==> src/rtl/hazard_scoreboard.sv <==
// Load-use hazard scoreboard: tracks registers awaiting load data and stalls
// decode on RAW/WAW hazards or when too many loads are in flight.
module hazard_scoreboard #(
    parameter int unsigned RegAddrWidth  = 5,
    parameter int unsigned MaxPending    = 4,
    parameter int unsigned TimeoutCycles = 255
) (
    input  logic                    clk,
    input  logic                    reset,
    input  logic                    Issue_valid,
    input  logic                    Issue_is_load,
    input  logic                    Issue_reg_write,
    input  logic [RegAddrWidth-1:0] Issue_rd,
    input  logic [RegAddrWidth-1:0] IF_ID_RS1,
    input  logic [RegAddrWidth-1:0] IF_ID_RS2,
    input  logic                    Use_RS1,
    input  logic                    Use_RS2,
    input  logic                    Load_done_valid,
    input  logic [RegAddrWidth-1:0] Load_done_rd,
    output logic                    Stall_decode,
    output logic                    Bubble_execute,
    output logic [RegAddrWidth-1:0] Pending_count,
    output logic                    Stall_timeout,
    output logic                    Done_error
);

    localparam int unsigned NumRegs  = 2 ** RegAddrWidth;
    localparam int unsigned CntWidth = 8;

    localparam logic [RegAddrWidth-1:0] MaxPendingVal = RegAddrWidth'(MaxPending);
    localparam logic [CntWidth-1:0]     TimeoutVal    = CntWidth'(TimeoutCycles);
    localparam logic [CntWidth-1:0]     CntMax        = '1;

    typedef enum logic {
        ST_RUN   = 1'b0,
        ST_STALL = 1'b1
    } state_t;

    state_t                  state_q;
    state_t                  state_n;
    logic [NumRegs-1:0]      busy_q;
    logic [NumRegs-1:0]      busy_n;
    logic [CntWidth-1:0]     stall_cnt_q;
    logic [CntWidth-1:0]     stall_cnt_n;
    logic [RegAddrWidth-1:0] pending_n;
    logic                    timeout_n;
    logic                    done_err_n;

    logic [NumRegs-1:0]      release_vec;
    logic [NumRegs-1:0]      busy_eff;
    logic                    clr_hit;
    logic                    set_hit;
    logic                    issue_fire;
    logic [RegAddrWidth-1:0] pending_eff;
    logic                    raw_rs1;
    logic                    raw_rs2;
    logic                    waw_rd;
    logic                    cap_full;

    // Hazard detection; a completing load releases its register in the same cycle
    always_comb begin
        release_vec  = '0;
        busy_eff     = busy_q;
        clr_hit      = 1'b0;
        pending_eff  = Pending_count;
        raw_rs1      = 1'b0;
        raw_rs2      = 1'b0;
        waw_rd       = 1'b0;
        cap_full     = 1'b0;
        Stall_decode = 1'b0;

        if (Load_done_valid) begin
            release_vec[Load_done_rd] = 1'b1;
        end
        busy_eff    = busy_q & ~release_vec;
        clr_hit     = Load_done_valid & busy_q[Load_done_rd];
        pending_eff = Pending_count - RegAddrWidth'(clr_hit);

        raw_rs1  = Use_RS1 & busy_eff[IF_ID_RS1];
        raw_rs2  = Use_RS2 & busy_eff[IF_ID_RS2];
        waw_rd   = Issue_reg_write & busy_eff[Issue_rd];
        cap_full = Issue_is_load & (pending_eff == MaxPendingVal);

        Stall_decode = Issue_valid & (raw_rs1 | raw_rs2 | waw_rd | cap_full);
    end

    assign Bubble_execute = Stall_decode;
    assign issue_fire     = Issue_valid & ~Stall_decode;
    assign set_hit        = issue_fire & Issue_is_load & Issue_reg_write & (Issue_rd != '0);

    // Next-state: RUN/STALL FSM, stall counter, busy bits, pending count
    always_comb begin
        state_n     = state_q;
        stall_cnt_n = stall_cnt_q;
        busy_n      = busy_q;
        pending_n   = Pending_count;
        timeout_n   = Stall_timeout;
        done_err_n  = 1'b0;

        case (state_q)
            ST_RUN: begin
                if (Stall_decode) begin
                    state_n     = ST_STALL;
                    stall_cnt_n = CntWidth'(1);
                end else begin
                    stall_cnt_n = '0;
                end
            end
            ST_STALL: begin
                if (Stall_decode) begin
                    stall_cnt_n = (stall_cnt_q == CntMax) ? stall_cnt_q
                                                          : stall_cnt_q + CntWidth'(1);
                end else begin
                    state_n     = ST_RUN;
                    stall_cnt_n = '0;
                end
            end
            default: begin
                state_n     = ST_RUN;
                stall_cnt_n = '0;
            end
        endcase

        if (stall_cnt_n >= TimeoutVal) begin
            timeout_n = 1'b1;
        end

        // Clear first so a same-cycle reissue to the same register wins
        if (clr_hit) begin
            busy_n[Load_done_rd] = 1'b0;
        end
        if (set_hit) begin
            busy_n[Issue_rd] = 1'b1;
        end
        busy_n[0] = 1'b0;

        pending_n = Pending_count + RegAddrWidth'(set_hit) - RegAddrWidth'(clr_hit);

        done_err_n = Load_done_valid & ~busy_q[Load_done_rd];
    end

    // State and output registers
    always_ff @(posedge clk) begin
        if (reset) begin
            state_q       <= ST_RUN;
            stall_cnt_q   <= '0;
            busy_q        <= '0;
            Pending_count <= '0;
            Stall_timeout <= 1'b0;
            Done_error    <= 1'b0;
        end else begin
            state_q       <= state_n;
            stall_cnt_q   <= stall_cnt_n;
            busy_q        <= busy_n;
            Pending_count <= pending_n;
            Stall_timeout <= timeout_n;
            Done_error    <= done_err_n;
        end
    end

endmodule

==> config.mk <==
export PLATFORM = sky130hd
export DESIGN_NAME = hazard_scoreboard
export DESIGN_NICKNAME = d
export VERILOG_FILES = /design/src/rtl/hazard_scoreboard.sv
export SDC_FILE = /design/constraint.sdc
export NUM_CORES = 1
export LEC_CHECK = 0
export ABC_CLOCK_PERIOD_IN_PS = 4600
export CORE_MARGIN = 5
export CORE_UTILIZATION = 55
export CTS_CLUSTER_SIZE = 28
export DETAILED_ROUTE_END_ITERATION = 8
export DONT_BUFFER_PORTS = 1
export PLACE_DENSITY = 0.73
export SYNTH_ARGS = -nofsm -noshare
export SYNTH_HDL_FRONTEND = slang
export SYNTH_SLANG_ARGS = --single-unit
export TNS_END_PERCENT = 50
==> constraint.sdc <==
create_clock -name clk -period 4.6 [get_ports clk]
set_input_delay 0.46 -clock clk [delete_from_list [all_inputs] [get_ports clk]]
set_output_delay 0.46 -clock clk [all_outputs]
set_load 0.02 [all_outputs]
==> results by group <==
Run status
  • Outcome: finished, final reports clean

STA
  • Clk_skew: roughly 0.014 ns
  • Final setup viols: 0
  • Final slew viol count: 0
  • Minimum clock period: 4.34 ns
  • Final hold vios: 0
  • Final TNS setup: 0 ns
  • Final worst path period share: 0.943
  • Slew headroom: 0.400
  • Hold_ws: 0.208 ns
  • Worst Slack Setup Final: 0.261 ns
  • Fmax: ~0.23 GHz
  • Slew at the pin with the worst max-slew slack: roughly 0.9 ns

Synthesis
  • Post-synth top area share: 0.223
  • Number of synthesized flops with an enable pin: 0
  • Post-synth ARST share: 0
  • Post-Synthesis Cells: 497
  • Synth Warn #: 0
  • Ys flop type: dfxtp_1
  • Synthesized flop and latch total: 47
  • Register area share after synthesis: 0.223
  • Ranking of synthesized cells by area: dfxtp_1 (22%), mux2i_1 (7.6%), mux4_2 (4.8%)
  • Netlist cell types: 80
  • Yosys top cell by area: dfxtp_1
  • Syn Nets: 537
  • Syn_area_per_cell: around 8.5 µm²
  • Post-synthesis cell area: about 4200 µm²

GRT
  • Initial antenna violation count: 0
  • Number of global-route vias before repair: ~3,900
  • Total grt overflow: 0
  • GRT Util Overall: 0.270
  • First-pass GRT wire length: 21,000 µm
  • Largest net degree at the start of global routing: 32

Clock network
  • Num CTS Buffers: 5
  • Clock Latency Late Sink: 0.32 ns
  • H-tree depth: 2
  • Clk sinks: 47
  • Root Buffer: clkbuf_8
  • CTS tree: yes
  • CTS clk-pin slew, worst paths: approximately 0.09 ns
  • CTS hold repair buffers: 0
  • CTS Buffer Depth: 2

Power and ir drop
  • Tot Pwr: approximately 0.83 mW
  • Pwr Density: around 190 nW/µm²
  • Peak supply drop: approximately 130 µV
  • LEAKAGE: 1.45 nW

Worst setup path
  • Crit path kind: reg2reg
  • Crit Reg-Reg Startpoint: busy_q[4]$_SDFF_PP0_
  • CP max-delay cell: mux4_2
  • Arrival @ worst endpoint: approximately 4.6 ns
  • Data required time of the worst path: between 4 and 5 ns
  • Max incr delay on CP: around 0.50 ns
  • Critical Path End Type: register
  • CP top delay family: multiplexers
  • CP Launch Type: register
  • CP startpoint: busy_q[4]$_SDFF_PP0_
  • Worst path cell trace: mux4_2, mux4_2, mux2i_2, nor2_2, ha_2, nand2b_1, a21boi_1, xor2_1, nor3_1, nor4b_2, o311a_1, nand3_4, ha_1, inv_1, ha_2, inv_2, fa_2, nor2_1, nor2_1, nor2_1, or3_1, a21oi_1
  • Buf/Inv on CP: 2
  • Largest fanout on the critical path: 5
  • Most frequent cell on the critical path: nor2_1

Job
  • Max cap viols: 0

Floorplanning
  • Num ports: 37
  • Die Ht: just under 100 µm
  • Die width: about 98 µm
  • Full die area: approximately 9500 µm²
  • Row cnt: 32
  • Initial Utilization: 0.555
  • Total core area: 7610 µm²

Routing
  • Final ANT Viol Nets: 0
  • Via count: 4,182
  • Router iterations before antenna repair: 5
  • Vias per inst: slightly above 7
  • Drt wl/cell: ~23 µm
  • Drc violations: 0
  • DRT iter0 DRCs: 580
  • Drt total wl: between 10,000 and 15,000 µm

Placement
  • DP Area: approximately 4200 µm²
  • Dpl cells: ~580
  • Post-DP HPWL: between 9000 and 10,000 µm
  • GP Congestion: about 1.0
  • Pre-CTS WS: about 0.12 ns
  • PortBufs: 0

Worst hold path
  • Hold Crit Class: in2reg
  • Hold Startpoint: reset

Layout
  • Antenna cell count: 0
  • Area Overhead vs Synth: 2.13%
  • Final Cell Area: between 4000 and 5000 µm²
  • Proportion of layout cells with a drive suffix above 1: 0.147
  • Util after Layout: 0.567
  • Non-Filler Instances: between 500 and 600
  • Nets: around 520
report_power, final:
group	switching [mW]	total, mW	internal [mW]
registers	0.0134	0.426	0.413
logic	0.0803	0.139	0.0584
clock network	0.157	0.263	0.106
registers in the layout (all words and copies together), names as in the netlist:
register,cells
Done_error,1
Pending_count,5
Stall_timeout,1
busy_q,31
stall_cnt_q,8
state_q,1
routing by layer:
| layer | track usage | vias to the layer above | part of all wire |
|---|---|---|---|
| li1 | - | 1883 | - |
| met1 | 0.353 | 1942 | 0.39 |
| met2 | 0.411 | 304 | 0.43 |
| met3 | 0.101 | 53 | 0.14 |
| met4 | 0.0895 | 0 | 0.042 |
| met5 | 0 | - | 0 |
repair_timing:
action / 4_1_cts / 5_1_grt
endpoints found under the hold margin: 0 / 0
buffers inserted: 0 / 2
endpoints found under the setup margin: 0 / 1
gates resized for setup: 0 / 6
worst paths after layout:
path	end	slack, ns	depth (start not counted)
worst max-delay path	Pending_count[4]$_SDFF_PP0_	0.26	22
worst min register to register	busy_q[28]$_SDFF_PP0_	0.52	2
worst max register to register	Pending_count[4]$_SDFF_PP0_	0.26	22
worst min-delay path	Pending_count[0]$_SDFF_PP0_	0.21	1
cells in the mapped netlist, drive strengths merged (2+ instances only):
| library cell | count |
|---|---|
| nand2 | 38 |
| a311oi | 9 |
| nand3 | 20 |
| mux2 | 7 |
| nor2b | 8 |
| xor2 | 4 |
| mux4 | 9 |
| or2 | 2 |
| o32ai | 7 |
| nand4 | 4 |
| nand2b | 11 |
| a311o | 3 |
| or2b | 3 |
| nor2 | 31 |
| a32oi | 2 |
| nor3 | 13 |
| dfxtp | 47 |
| nand4b | 4 |
| o41ai | 3 |
| buf | 26 |
| o211ai | 20 |
| ha | 11 |
| a21boi | 2 |
| a2111oi | 2 |
| or3 | 4 |
| a211oi | 4 |
| mux2i | 32 |
| o31ai | 20 |
| o311ai | 6 |
| o22ai | 10 |
| nor4b | 4 |
| a22oi | 2 |
| clkbuf | 11 |
| o2111ai | 5 |
| nand4bb | 2 |
| and2 | 2 |
| a21oi | 13 |
| nand3b | 2 |
| and4b | 2 |
| o21ai | 27 |
| xnor2 | 12 |
| and3 | 5 |
| inv | 24 |
| a31oi | 7 |
layout make-up:
cell class | instances | area, µm²
multi-input combinational | 388 | 2940
fill | 717 | 3290
sequential | 47 | 945
inverter | 24 | 90.1
timing repair buffer | 17 | 128
clock inverter | 3 | 20.0
tap | 102 | 128
clock buffer | 5 | 68.8
cell families after synthesis:
group,Yosys count,synth area share
fa+ha+maj,12,0.0373
mux,48,0.142
simple gates,160,0.209
buf+inv,62,0.0871
compound gates,152,0.265
flops,47,0.223
xor+xnor,16,0.0367
cell usage in the layout (no fill, tap or decap), types with 17 or more instances in the layout:
cell / n
mux2i_1: 31
inv_1: 23
buf_4: 17
dfxtp_1: 44
o21ai_0: 25
o31ai_1: 19
o211ai_1: 20
nor2_1: 30
nand2_1: 36
nand3_1: 19
No activity file was read; power rests on OpenSTA's default activity.
